===== src/rtl/mc14433_pkg.sv =====
// +----------------------------------------------------------------------------+
// | mc14433_pkg : shared types and constants for the MC14433 BCD latch / scan  |
// | Rev 1.0                                                                    |
// +----------------------------------------------------------------------------+
`default_nettype none

package mc14433_pkg;

  typedef enum logic [1:0] {
    DIG1 = 2'd0,
    DIG2 = 2'd1,
    DIG3 = 2'd2,
    DIG4 = 2'd3
  } dig_t;

  typedef logic [3:0] bcd_t;

  localparam logic [3:0] c_ds1 = 4'b0001;
  localparam logic [3:0] c_ds2 = 4'b0010;
  localparam logic [3:0] c_ds3 = 4'b0100;
  localparam logic [3:0] c_ds4 = 4'b1000;

  localparam int unsigned c_full_scale_default = 1999;
  localparam int unsigned c_ur_limit_default   = 180;

  function automatic logic [3:0] ds_onehot(input dig_t dig);
    logic [3:0] ds;
    case (dig)
      DIG1:    ds = c_ds1;
      DIG2:    ds = c_ds2;
      DIG3:    ds = c_ds3;
      default: ds = c_ds4;
    endcase
    return ds;
  endfunction

endpackage

`default_nettype wire


===== src/rtl/mc14433_bcd_latch_scan_bcd_decade.sv =====
// +----------------------------------------------------------------------------+
// | bcd_decade : one BCD decade counter, rippled through cin/cout              |
// | Rev 1.0                                                                    |
// +----------------------------------------------------------------------------+
`default_nettype none

module bcd_decade
  import mc14433_pkg::*;
(
  input  logic clk,
  input  logic rst_n,
  input  logic i_clr,
  input  logic i_en,
  input  logic i_cin,
  output logic o_cout,
  output bcd_t o_value
);

  bcd_t r_value;

  assign o_cout  = i_cin & (r_value == 4'd9);
  assign o_value = r_value;

  always_ff @(posedge clk or negedge rst_n) begin
    if (!rst_n) begin
      r_value <= 4'd0;
    end else if (i_clr) begin
      r_value <= 4'd0;
    end else if (i_en && i_cin) begin
      r_value <= (r_value == 4'd9) ? 4'd0 : r_value + 4'd1;
    end
  end

endmodule

`default_nettype wire


===== src/rtl/mc14433_bcd_latch_scan.sv =====
// +----------------------------------------------------------------------------+
// | mc14433_bcd_latch_scan : de-integrate counter, EOC latch, digit scanner    |
// | Rev 1.0                                                                    |
// +----------------------------------------------------------------------------+
`default_nettype none

module mc14433_bcd_latch_scan
  import mc14433_pkg::*;
#(
  parameter int unsigned SCAN_DIV   = 80,
  parameter int unsigned FULL_SCALE = c_full_scale_default,
  parameter int unsigned UR_LIMIT   = c_ur_limit_default
) (
  input  logic       P1,
  input  logic       R,
  input  logic       CNT_EN,
  input  logic       CNT_CLR,
  input  logic       EOC_IN,
  input  logic       POL,
  input  logic       DU,
  output logic [3:0] Q,
  output logic [3:0] DS,
  output logic       EOC,
  output logic       ORB
);

  localparam int unsigned      c_div_w    = (SCAN_DIV > 2) ? $clog2(SCAN_DIV) : 1;
  localparam logic [c_div_w-1:0] c_div_last = c_div_w'(SCAN_DIV - 1);

  // ---------------- counter ----------------
  bcd_t        w_units;
  bcd_t        w_tens;
  bcd_t        w_hund;
  logic        w_cy_u;
  logic        w_cy_t;
  logic        w_cy_h;
  logic        r_half;
  logic        r_ovf;
  logic [11:0] w_count_bin;
  logic        w_below_fs;
  logic        w_inc;

  assign w_count_bin = 12'(r_half) * 12'd1000 + 12'(w_hund) * 12'd100
                     + 12'(w_tens) * 12'd10   + 12'(w_units);
  assign w_below_fs  = (w_count_bin < 12'(FULL_SCALE));
  assign w_inc       = CNT_EN & ~CNT_CLR & w_below_fs;

  bcd_decade u_units (
    .clk    (P1),
    .rst_n  (R),
    .i_clr  (CNT_CLR),
    .i_en   (w_inc),
    .i_cin  (1'b1),
    .o_cout (w_cy_u),
    .o_value(w_units)
  );

  bcd_decade u_tens (
    .clk    (P1),
    .rst_n  (R),
    .i_clr  (CNT_CLR),
    .i_en   (w_inc),
    .i_cin  (w_cy_u),
    .o_cout (w_cy_t),
    .o_value(w_tens)
  );

  bcd_decade u_hund (
    .clk    (P1),
    .rst_n  (R),
    .i_clr  (CNT_CLR),
    .i_en   (w_inc),
    .i_cin  (w_cy_t),
    .o_cout (w_cy_h),
    .o_value(w_hund)
  );

  // Half digit sits outside the decade chain; overflow sticks until the next clear.
  always_ff @(posedge P1 or negedge R) begin
    if (!R) begin
      r_half <= 1'b0;
      r_ovf  <= 1'b0;
    end else if (CNT_CLR) begin
      r_half <= 1'b0;
      r_ovf  <= 1'b0;
    end else if (CNT_EN) begin
      if (!w_below_fs) begin
        r_ovf <= 1'b1;
      end else if (w_cy_h) begin
        r_half <= 1'b1;
      end
    end
  end

  // ---------------- end-of-conversion latch ----------------
  logic r_eoc_in_d;
  logic w_eoc_edge;
  logic r_eoc;
  logic r_half_lat;
  bcd_t r_hund_lat;
  bcd_t r_tens_lat;
  bcd_t r_units_lat;
  logic r_pol_lat;
  logic r_or_lat;
  logic r_ur_lat;

  assign w_eoc_edge = EOC_IN & ~r_eoc_in_d;

  always_ff @(posedge P1 or negedge R) begin
    if (!R) begin
      r_eoc_in_d  <= 1'b0;
      r_eoc       <= 1'b0;
      r_half_lat  <= 1'b0;
      r_hund_lat  <= 4'd0;
      r_tens_lat  <= 4'd0;
      r_units_lat <= 4'd0;
      r_pol_lat   <= 1'b0;
      r_or_lat    <= 1'b0;
      r_ur_lat    <= 1'b0;
    end else begin
      r_eoc_in_d <= EOC_IN;
      r_eoc      <= w_eoc_edge;
      // Counter values here are pre-edge, so a coincident CNT_CLR cannot zero the capture.
      if (w_eoc_edge && DU) begin
        r_half_lat  <= r_half;
        r_hund_lat  <= w_hund;
        r_tens_lat  <= w_tens;
        r_units_lat <= w_units;
        r_pol_lat   <= POL;
        r_or_lat    <= r_ovf;
        r_ur_lat    <= (w_count_bin < 12'(UR_LIMIT)) & ~r_ovf;
      end
    end
  end

  // ---------------- digit scanner ----------------
  dig_t               r_dig;
  dig_t               w_dig_next;
  logic [c_div_w-1:0] r_div;
  logic [c_div_w-1:0] w_div_next;
  logic [3:0]         w_q_word;
  logic [3:0]         r_q;
  logic [3:0]         r_ds;
  logic               r_orb;

  always_ff @(posedge P1 or negedge R) begin
    if (!R) begin
      r_dig <= DIG1;
      r_div <= '0;
    end else begin
      r_dig <= w_dig_next;
      r_div <= w_div_next;
    end
  end

  always_comb begin
    w_dig_next = r_dig;
    w_div_next = r_div + 1'b1;
    if (r_div == c_div_last) begin
      w_div_next = '0;
      case (r_dig)
        DIG1:    w_dig_next = DIG2;
        DIG2:    w_dig_next = DIG3;
        DIG3:    w_dig_next = DIG4;
        default: w_dig_next = DIG1;
      endcase
    end
  end

  // Q is built for the slot being entered so DS and Q move together.
  always_comb begin
    w_q_word = 4'd0;
    case (w_dig_next)
      DIG1:    w_q_word = {r_half_lat, r_pol_lat, 1'b0, r_or_lat | r_ur_lat};
      DIG2:    w_q_word = r_hund_lat;
      DIG3:    w_q_word = r_tens_lat;
      default: w_q_word = r_units_lat;
    endcase
  end

  always_ff @(posedge P1 or negedge R) begin
    if (!R) begin
      r_q   <= 4'd0;
      r_ds  <= c_ds1;
      r_orb <= 1'b1;
    end else begin
      r_q   <= w_q_word;
      r_ds  <= ds_onehot(w_dig_next);
      r_orb <= ~r_or_lat;
    end
  end

  assign Q   = r_q;
  assign DS  = r_ds;
  assign EOC = r_eoc;
  assign ORB = r_orb;

endmodule

`default_nettype wire


===== config.mk =====
export PLATFORM = sky130hd
export DESIGN_NAME = mc14433_bcd_latch_scan
export DESIGN_NICKNAME = d
export VERILOG_FILES = /design/src/rtl/mc14433_pkg.sv /design/src/rtl/mc14433_bcd_latch_scan_bcd_decade.sv /design/src/rtl/mc14433_bcd_latch_scan.sv
export SDC_FILE = /design/constraint.sdc
export NUM_CORES = 1
export LEC_CHECK = 0
export BUFFER_PORTS_ARGS = -buffer_cell sky130_fd_sc_hd__buf_2
export CAP_MARGIN = 10
export CORE_ASPECT_RATIO = 0.9
export CORE_UTILIZATION = 60
export DETAILED_ROUTE_END_ITERATION = 8
export MAX_ROUTING_LAYER = met4
export PLACE_DENSITY_LB_ADDON = 0.2
export SYNTH_ARGS = -nofsm -noshare
export SYNTH_HDL_FRONTEND = slang
export SYNTH_HIERARCHICAL = 1
export SYNTH_SLANG_ARGS = --single-unit
export TNS_END_PERCENT = 1

===== constraint.sdc =====
create_clock -name P1 -period 6.6 [get_ports P1]
set_input_delay 1.32 -clock P1 [delete_from_list [all_inputs] [get_ports P1]]
set_output_delay 1.32 -clock P1 [all_outputs]
set_load 0.02 [all_outputs]

## After elaboration in Yosys (flattened, before gate mapping)

Cells that the tools add are included.

| word-level totals | value |
|---|---|
| flip-flop bits (word level) | 50 |
| bits of input ports | 7 |
| output and inout bits | 10 |
| word-level logic and storage cells | 85 |

| operators by class | value |
|---|---|
| add/subtract/negate cells | 7 |
| multipliers | 3 |
| $lt $le $gt $ge | 2 |
| equal/unequal tests | 9 |
| multiplexer cells | 21 |
| bitwise operators | 11 |
| reductions and logical operators | 13 |

Operators by type and width:

| kind | count |
|---|---|
| 4-bit two-way mux | 9 |
| 4-bit case mux with 3 select lines | 2 |
| 11-bit by 11-bit adder with 12-bit output | 1 |
| 12-bit by 4-bit adder with 12-bit output | 1 |
| 12-bit by 8-bit adder with 12-bit output | 1 |
| 4-bit by 1-bit adder with 4-bit output, second input constant | 3 |
| 4-bit == test, second input constant | 3 |
| 12-bit by 11-bit less-than comparator with 1-bit output, second input constant | 1 |
| 12-bit by 8-bit less-than comparator with 1-bit output, second input constant | 1 |
| 2-bit nonzero test | 6 |
| 4-bit by 5-bit multiplier with 9-bit output, second input constant | 1 |
| 1-bit by 7-bit multiplier with 8-bit output, second input constant | 1 |
| 7-bit by 1-bit adder with 7-bit output, second input constant | 1 |
| 7-bit == test, second input constant | 1 |
| 4-bit by 3-bit multiplier with 7-bit output, second input constant | 1 |
| 1-bit two-way mux | 7 |
| 7-bit two-way mux | 1 |
| 1-bit bitwise AND | 6 |
| 2-bit case mux with 3 select lines | 1 |
| 2-bit by 1-bit == test with 1-bit output, second input constant | 2 |
| 2-bit == test, second input constant | 2 |
| 2-bit logical NOT | 2 |
| 1-bit inverter | 4 |
| 1-bit logical AND | 3 |
| other kinds (5) | 5 |

## Logic depth before layout (Yosys ltp)

Gate-level depths: netlist (run 1).

| depth | value |
|---|---|
| word-level depth | 9 |
| gate-level depth with buffers | 18 |

## Hierarchy

The synthesis (run 1) kept the hierarchy.

Modules (own cells, without submodules):

| module | times used | cells an instance | area an instance (µm²) | seq. area each (µm²) |
|---|---|---|---|---|
| mc14433_bcd_latch_scan | 1 | 228 | 2576.2 | 953.4 |
| bcd_decade | 3 | 26 | 239.0 | 100.1 |

## Worst setup path before layout (run 1)

No wires, ideal clock.

| path | value |
|---|---|
| path kind | reg-to-reg |
| start point | register u_tens.r_value[1], in the netlist u_tens/o_value[1] |
| end point | register u_tens.r_value[3], in the netlist u_tens/o_value[3] |
| setup time | 0.082 ns |
| data arrival time | 4.944 ns |
| data required time | 6.518 ns |
| path slack | 1.574 ns |
| cell stages (with the launch flop) | 18 |
| buffers on the path | 0 |
| period minus slack after synthesis | 5.026 ns |
| cells stage by stage | dfrtp_1 ha_1 ha_1 fa_1 inv_1 fa_1 inv_1 ha_1 ha_1 a211oi_2 o31ai_2 and4_1 nor3_2 nor3_2 nor4b_1 nand2_2 or4b_1 a31oi_1 |

| on the way | value |
|---|---|
| cells in the longest elaborated chain, start to end | 7 |

RTL lines:

| item | line | source |
|---|---|---|
| start: declaration | mc14433_bcd_latch_scan_bcd_decade.sv:19 | `bcd_t r_value;` |
| start signal: assignment | mc14433_bcd_latch_scan_bcd_decade.sv:30 | `r_value <= (r_value == 4'd9) ? 4'd0 : r_value + 4'd1;` |
| 4-bit by 3-bit multiplier with 7-bit output | mc14433_bcd_latch_scan.sv:44 | `+ 12'(w_tens) * 12'd10 + 12'(w_units);` |
| 12-bit by 8-bit adder with 12-bit output | mc14433_bcd_latch_scan.sv:44 |  |
| 12-bit by 4-bit adder with 12-bit output | mc14433_bcd_latch_scan.sv:44 |  |
| 12-bit by 11-bit less-than comparator with 1-bit output | mc14433_bcd_latch_scan.sv:45 | `assign w_below_fs = (w_count_bin < 12'(FULL_SCALE));` |
| 1-bit bitwise AND | mc14433_bcd_latch_scan.sv:46 | `assign w_inc = CNT_EN & ~CNT_CLR & w_below_fs;` |
| net w_inc | mc14433_bcd_latch_scan.sv:41 | `logic w_inc;` |
| 1-bit logical AND | mc14433_bcd_latch_scan_bcd_decade.sv:29 | `end else if (i_en && i_cin) begin` |
| 2-bit nonzero test (no line) | -- |  |

The timed path passes the listed nets, and every way through them passes these cells. The select of a mux whose other input is x is not followed.
A chain may end at the register's enable or synchronous reset.

## Worst setup path in the final report (run 1)

| path | value |
|---|---|
| start point | register u_tens.r_value[3], in the netlist u_tens/o_value[3] |
| end point | register u_hund.r_value[3], in the netlist u_hund/o_value[3] |

| on the way | value |
|---|---|
| cells in the longest elaborated chain, start to end | 7 |

RTL lines:

| item | line |
|---|---|
| 4-bit by 3-bit multiplier with 7-bit output | mc14433_bcd_latch_scan.sv:44 |
| 12-bit by 8-bit adder with 12-bit output | mc14433_bcd_latch_scan.sv:44 |
| 12-bit by 4-bit adder with 12-bit output | mc14433_bcd_latch_scan.sv:44 |
| 12-bit by 11-bit less-than comparator with 1-bit output | mc14433_bcd_latch_scan.sv:45 |
| 1-bit bitwise AND | mc14433_bcd_latch_scan.sv:46 |
| net w_inc | mc14433_bcd_latch_scan.sv:41 |
| 1-bit logical AND | mc14433_bcd_latch_scan_bcd_decade.sv:29 |
| 2-bit nonzero test (no line) | -- |
| end signal: assignment | mc14433_bcd_latch_scan_bcd_decade.sv:30 |
| end: declaration | mc14433_bcd_latch_scan_bcd_decade.sv:19 |

The timed path passes the listed nets, and every way through them passes these cells.

==> results of run 1 <==
## cells in the mapped netlist (2+ instances only)
cell,n,area [sq um]
fa_1,9,180
or3_1,6,37.5
o21ai_0,13,65.1
inv_1,22,82.6
a21oi_1,18,90.1
and2_2,4,30.0
a21o_1,5,37.5
a211oi_2,3,37.5
dfstp_2,2,52.6
buf_6,2,22.5
nand2_2,3,18.8
xnor2_1,4,35.0
o211ai_1,2,15.0
xor2_1,8,70.1
nand2_1,24,90.1
nor2_1,17,63.8
or4b_1,3,30.0
nor3_2,2,20.0
and3b_1,3,26.3
nor2b_1,5,31.3
nand3_1,9,45.0
mux2i_1,8,80.1
nand3b_1,2,15.0
a31oi_1,4,25.0
dfrtp_1,48,1200
and2_1,2,12.5
mux2_2,11,124
nand4_1,2,12.5
ha_1,42,526
## critical path: stages (launching register included)
cell and delay [ns]:
dfrtp_1 0.53, ha_1 0.30, ha_1 0.24, fa_1 0.49, inv_1 0.05, fa_1 0.48
inv_1 0.04, ha_1 0.29, ha_1 0.26, a211oi_2 0.28, o31ai_2 0.14, and4_1 0.23
nor3_2 0.21, nor3_2 0.09, nor4b_1 0.31, buf_4 0.22, nand2_2 0.09, or4b_1 0.46
a31oi_1 0.17
## flip-flops by register name, indices dropped and copies added, names as in the netlist, 2 cells and up
name,flops
r_div,7
DS,4
Q,4
r_hund_lat,4
r_tens_lat,4
r_units_lat,4
u_hund/o_value,4
u_tens/o_value,4
u_units/o_value,4
r_dig,2
## per-layer routing
| metal | track usage | up-vias | part of all wire |
|---|---|---|---|
| met5 | - | - | 0 |
| met4 | 0.0496 | 0 | 0.0078 |
| met3 | 0.0440 | 6 | 0.028 |
| met2 | 0.401 | 38 | 0.48 |
| met1 | 0.312 | 1086 | 0.48 |
| li1 | - | 1122 | - |
## power by group through the flow
stage	combinational (mW)	sequential [mW]	clock, mW
3_5_place_dp	0.0307	0.322	0
2_1_floorplan	0.0117	0.324	0
3_3_place_gp	0.0302	0.321	0
5_1_grt	0.0339	0.316	0.188
4_1_cts	0.0308	0.316	0.174
6_report	0.0299	0.315	0.170
## layout make-up
cell class | instances | area (sq um) | share of cell area
multi-input cells | 231 | 1930 | 0.544
flip-flops and latches | 50 | 1250 | 0.354
repair buffers | 19 | 103 | 0.0290
inverters | 23 | 91.3 | 0.0258
well taps | 67 | 83.8 | 0.0237
clock buffers | 6 | 72.6 | 0.0205
clock inverters | 1 | 7.51 | 0.00212
## worst paths after layout
| path | cells after the start | slack (ns) | endpoint |
|---|---|---|---|
| max in group asynchronous | 2 | 5.06 | u_hund/o_value[1] |
| hold reg to reg | 1 | 0.42 | ORB |
| min in group asynchronous | 2 | 1.11 | r_eoc_in_d |
| hold / removal | 1 | 0.42 | ORB |
| setup / recovery | 18 | 1.63 | u_hund/o_value[3] |
| setup reg to reg | 18 | 1.63 | u_hund/o_value[3] |
## cell usage in the layout (no fill, tap or decap), drive strengths merged, types with 2 or more instances in the layout
cell / n
dfrtp: 48
ha: 42
nand2: 27
inv: 23
a21oi: 19
buf: 19
nor2: 17
o21ai: 13
mux2: 11
nand3: 10
fa: 9
xor2: 8
mux2i: 8
or3: 6
nor2b: 6
clkbuf: 6
and2: 6
a21o: 5
xnor2: 4
a31oi: 4
a211oi: 3
and3b: 3
or4b: 3
conb: 3
nor3: 3
dfstp: 2
o211ai: 2
nand3b: 2
nand4: 2
a2111oi: 2
## stage by stage
stage,util,area (sq um)
5_1_grt,0.673,3540
4_1_cts,0.673,3540
3_3_place_gp,0.658,3460
2_1_floorplan,-,3300
6_report,0.673,3540
3_5_place_dp,0.658,3460
## logic make-up after synthesis
group / after synthesis / synth area share
DFF: 50 / 0.381
adders and majority gates: 51 / 0.214
and+or+nand+nor: 91 / 0.154
muxes: 19 / 0.0619
other: 1 / 0.00114
AOI/OAI and AO/OA: 55 / 0.120
xor gates and xnor gates: 12 / 0.0319
buffers and inverters: 27 / 0.0369
==> flow_summary_export.csv, run 1 <==
group,metric,value,unit
min_path,worstHoldStart,"r_or_lat",
synthesis,ys_ff_latch,50,
run,max-cap-violations,0,
clocking,ctsHoldBuffers,0,
global_route,grt_max_degree,51,
sta,holdWs,0.415,ns
synthesis,synth_flop_cell,"dfrtp_1",
sta,setup_slack,1.63,ns
clocking,clk_pin_slew_worst_paths,0.09,ns
clocking,ctsResizeCount,0,
global_route,track_usage,0.241,
global_route,grt_overflow,0,
sta,hold_violations,0,
finish,nNetsFinal,388,
min_path,hold_class,"reg2reg",
worst_setup_path,reg2reg_from,"u_tens/o_value[3]",
clocking,numCtsBuffers,5,
worst_setup_path,cp-startpoint,"u_tens/o_value[3]",
floorplanning,die_x,80.1,um
clocking,cts_max_path_buffers,2,
worst_setup_path,worstPathMaxFanout,9,
power_and_ir_drop,fin_total_pwr,0.515,mW
floorplanning,start_util,0.627,
finish,layoutNonFillerInstCount,397,
placement,place_congestion,0.844,
finish,drive_gt1_frac,0.179,
power_and_ir_drop,power_switching,0.120,mW
drt,drcViolationCount,0,
floorplanning,num_rows,25,
finish,synthToLayoutAreaGrowth,7.41,%
drt,wl,6060,um
synthesis,yosysWarningCount,6,
worst_setup_path,crit_type,"reg2reg",
drt,num_vias,2252,
sta,fin_skew,0.00678,ns
global_route,grt_pass1_vias,2258,
floorplanning,dieHeight,72.3,um
power_and_ir_drop,p_int,0.396,mW
synthesis,synth_edf_count,0,
drt,routedWlPerCell,15.3,um
sta,finalSetupTns,0,ns
synthesis,syn_inst,306,
finish,fill_cells,406,
sta,relSlewSlack,0.410,
clocking,cts_tree,"done",
placement,dp_worst_setup_slack,1.65,ns
global_route,antenna_found_initial,0,
power_and_ir_drop,irDropWorstVdd,0.133,mV
drt,via_per_inst,5.67,
worst_setup_path,cp-start-kind,"flop",
worst_setup_path,required,6.82,ns
sta,fin_crit_sh,0.753,
synthesis,syn_area_per_cell,10.8,sq um
sta,rsz0062_at_grt,"no",
clocking,cts.sinks,50,
clocking,cts_setup_buffers,0,
clocking,insertion_delay,0.30,ns
clocking,cts-root-buf,"clkbuf_8",
power_and_ir_drop,swShare,0.232,
power_and_ir_drop,powerDensity,146,nW/um^2
drt,drt-pass1-iter-count,4,
placement,dp_hpwl,4620,um
drt,drt_iter0_markers,102,
drt,postRouteAntennaNets,0,
power_and_ir_drop,seq_power_share,0.612,
sta,tightest_slew,0.882,ns
sta,fin_crit,4.97,ns
sta,drv_slew,0,
global_route,grt_pass1_wl,10200,um
worst_setup_path,critPathCaptureType,"flop",
synthesis,ys_seq_area_frac,0.381,
placement,place_inst,390,
synthesis,netlist_area,3290,sq um
floorplanning,fp.coreArea,5260,sq um
floorplanning,ios,17,
placement,port_buffers,16,
floorplanning,die_area,5790,sq um
worst_setup_path,arrival,5.19,ns
sta,timing.fmax,201,MHz
finish,n_antenna_cell,0,
clocking,cts_max_level,2,
power_and_ir_drop,p_leak,1.86,nW
sta,setup_viol,0,
outcome,outcome,"complete, no violations",
synthesis,yosysUniqueCellTypes,52,
power_and_ir_drop,clock_power_share,0.329,
synthesis,synth-async-reset-ratio,1.00,
power_and_ir_drop,pwr-share-comb,0.058,
No activity file was read; power rests on OpenSTA's default activity.
==> inputs of run 2 (changes only) <==
Settings changed: ABC_AREA from default to 1, CORE_UTILIZATION 60 to 56.
Clock period 6.6 ns to 4.45 ns, I/O delays scaled along.
==> flow_summary_export.csv, run 2 <==
group,metric,value,unit
outcome,outcome,"finished with violations",
outcome,violations,"DRC",
drt,num_vias,2553,
min_path,hold_class,"reg2reg",
synthesis,synthTopCellsByArea,"dfrtp_1 36%, ha_1 16%, nand2_1 12%",
clocking,ctsResizeCount,0,
drt,drcViolationCount,3,
synthesis,synth_flop_cell,"dfrtp_1",
worst_setup_path,critPathCaptureType,"flop",
placement,place_inst,478,
drt,routedWlPerCell,12.7,um
sta,fin_skew,0.0106,ns
placement,place_congestion,0.903,
global_route,antenna_found_initial,0,
drt,postRouteAntennaNets,0,
sta,tightest_slew,0.750,ns
global_route,track_usage,0.218,
clocking,clk_pin_slew_worst_paths,0.09,ns
clocking,cts_max_level,2,
sta,drv_slew,0,
synthesis,synth_commonest_cells,"105 x nand2_1, 53 x inv_1, 48 x dfrtp_1",
synthesis,synth-async-reset-ratio,1.00,
finish,final-seq-area,1260,sq um
synthesis,syn_inst,386,
finish,drive_gt1_frac,0.182,
power_and_ir_drop,swShare,0.241,
finish,multi_input_area,1930,sq um
finish,final_cell_area,3740,sq um
placement,dp_worst_setup_slack,0.153,ns
synthesis,synth_edf_count,0,
finish,layoutNonFillerInstCount,487,
floorplanning,start_util,0.587,
worst_setup_path,arrival,4.39,ns
sta,finalSetupTns,0,ns
sta,hold_violations,0,
global_route,grt_pass1_wl,10600,um
sta,rsz0062_at_grt,"no",
synthesis,syn_area_per_cell,8.76,sq um
sta,setup_viol,0,
worst_setup_path,required,4.65,ns
placement,port_buffers,16,
power_and_ir_drop,seq_power_share,0.603,
power_and_ir_drop,powerDensity,210,nW/um^2
clocking,numCtsBuffers,5,
clocking,cts_max_path_buffers,2,
sta,fin_crit,4.19,ns
synthesis,yosysUniqueCellTypes,35,
clocking,cts_tree,"done",
floorplanning,dieHeight,75.7,um
power_and_ir_drop,power_switching,0.189,mW
floorplanning,die_area,6350,sq um
clocking,insertion_delay,0.30,ns
global_route,grt_pass1_vias,2361,
clocking,cts-root-buf,"clkbuf_8",
drt,via_per_inst,5.24,
power_and_ir_drop,p_leak,2.11,nW
power_and_ir_drop,fin_total_pwr,0.785,mW
synthesis,yosysWarningCount,6,
synthesis,ys_seq_area_frac,0.371,
run,max-cap-violations,0,
finish,layout_common_cells,"104 x nand2_1, 53 x inv_1, 46 x dfrtp_1, 41 x ha_1, 22 x nor2_1",
floorplanning,num_rows,26,
placement,post_dp_cell_area,3600,sq um
sta,fin_crit_sh,0.942,
synthesis,synth_most_common_cell,"nand2_1",
finish,synthToLayoutAreaGrowth,10.5,%
synthesis,synth_top_area_frac,0.355,
sta,relSlewSlack,0.499,
power_and_ir_drop,clock_power_share,0.332,
floorplanning,fp.coreArea,5760,sq um
clocking,ctsHoldBuffers,0,
worst_setup_path,cp-start-kind,"flop",
floorplanning,ios,17,
power_and_ir_drop,pwr-share-comb,0.065,
worst_setup_path,crit_type,"reg2reg",
synthesis,yosysTopAreaCell,"dfrtp_1",
global_route,grt_overflow,0,
drt,wl,6200,um
power_and_ir_drop,p_int,0.596,mW
worst_setup_path,worstPathMaxFanout,4,
floorplanning,die_x,83.9,um
placement,dp_hpwl,4900,um
finish,largest-register,"r_div",
finish,largest_reg_flops,7,
sta,timing.fmax,238,MHz
drt,drt-pass1-iter-count,6,
finish,n_antenna_cell,0,
synthesis,ys_ff_latch,50,
global_route,grt_max_degree,51,
synthesis,netlist_area,3380,sq um
finish,fill_cells,471,
sta,setup_slack,0.257,ns
power_and_ir_drop,irDropWorstVdd,0.120,mV
finish,mostFrequentLayoutCell,"nand2_1",
clocking,cts_setup_buffers,0,
drt,drt_iter0_markers,117,
clocking,cts.sinks,50,
finish,nNetsFinal,474,
[run 2: cell types whose count changed in the layout (fill, tap and decap cells not counted), moves of 8 or more]
cell / before / now
a21oi_1: 18 / 8
inv_1: 22 / 53
mux2i_1: 8 / 0
nand4_1: 2 / 10
nand2_1: 24 / 104
[run 2: area by class of cell]
cell class / count / area share
Clock inverter: 2 / 0.00368
Sequential cell: 50 / 0.336
Timing Repair Buffer: 24 / 0.0409
Inverter: 58 / 0.0610
Clock buffer: 6 / 0.0194
Tap cell: 70 / 0.0234
Multi-Input combinational cell: 277 / 0.515
[run 2: cell families after synthesis]
family,share of synthesized area
buf+inv,0.0699
fa+ha+maj,0.209
flops,0.371
simple gates,0.253
other cells,0.00111
xor+xnor,0.0181
compound gates,0.0481
mux,0.0300
[run 2: per-stage QoR]
| step | util | hold slack, ns |
|---|---|---|
| detailed placement | 0.625 | 0.420 |
| CTS | 0.640 | 0.434 |
| global route | 0.649 | 0.433 |
| floorplan | - | 0.368 |
| global placement | 0.625 | 0.403 |
| finish | 0.649 | 0.424 |
[run 2: final timing paths]
check	startpoint	slack, ns	cells past startpoint	endpoint
worst max-delay path	u_tens/o_value[1]	0.26	21	u_tens/o_value[2]
worst min-delay path	r_eoc_in_d	0.42	1	EOC
worst max register to register	u_tens/o_value[1]	0.26	21	u_tens/o_value[2]
worst min register to register	r_eoc_in_d	0.42	1	EOC
max in group asynchronous	R	3.48	2	DS[0]
min in group asynchronous	R	0.43	1	r_eoc_in_d
[run 2: power by group through the flow]
stage | clock [mW] | combinational, mW | sequential [mW]
2_1_floorplan | 0 | 0.0201 | 0.488
3_3_place_gp | 0 | 0.0487 | 0.482
3_5_place_dp | 0 | 0.0492 | 0.482
4_1_cts | 0.268 | 0.0494 | 0.473
5_1_grt | 0.282 | 0.0584 | 0.475
6_report | 0.261 | 0.0511 | 0.473
[run 2: routing by layer]
layer | wire, um | global-route usage
met1 | 3180 | 0.291
met2 | 2800 | 0.362
met3 | 180 | 0.0358
met4 | 38 | 0.0345
met5 | 0 | -
[run 2: critical path, cell delays in order, from the launching register on]
cell and delay (ns):
dfrtp_1 0.39, ha_1 0.30, ha_1 0.23, fa_2 0.36, xor2_2 0.16, fa_1 0.44, ha_1 0.31, ha_1 0.34
or2_1 0.27, nand3_1 0.12, nand2_1 0.08, nand2_1 0.08, nand3b_1 0.08, nand2_1 0.11, nand2_1 0.08, nor3b_1 0.18
buf_4 0.17, nand2_2 0.07, nand2_1 0.10, nand2_1 0.09, nor2_2 0.11, nor2_2 0.04
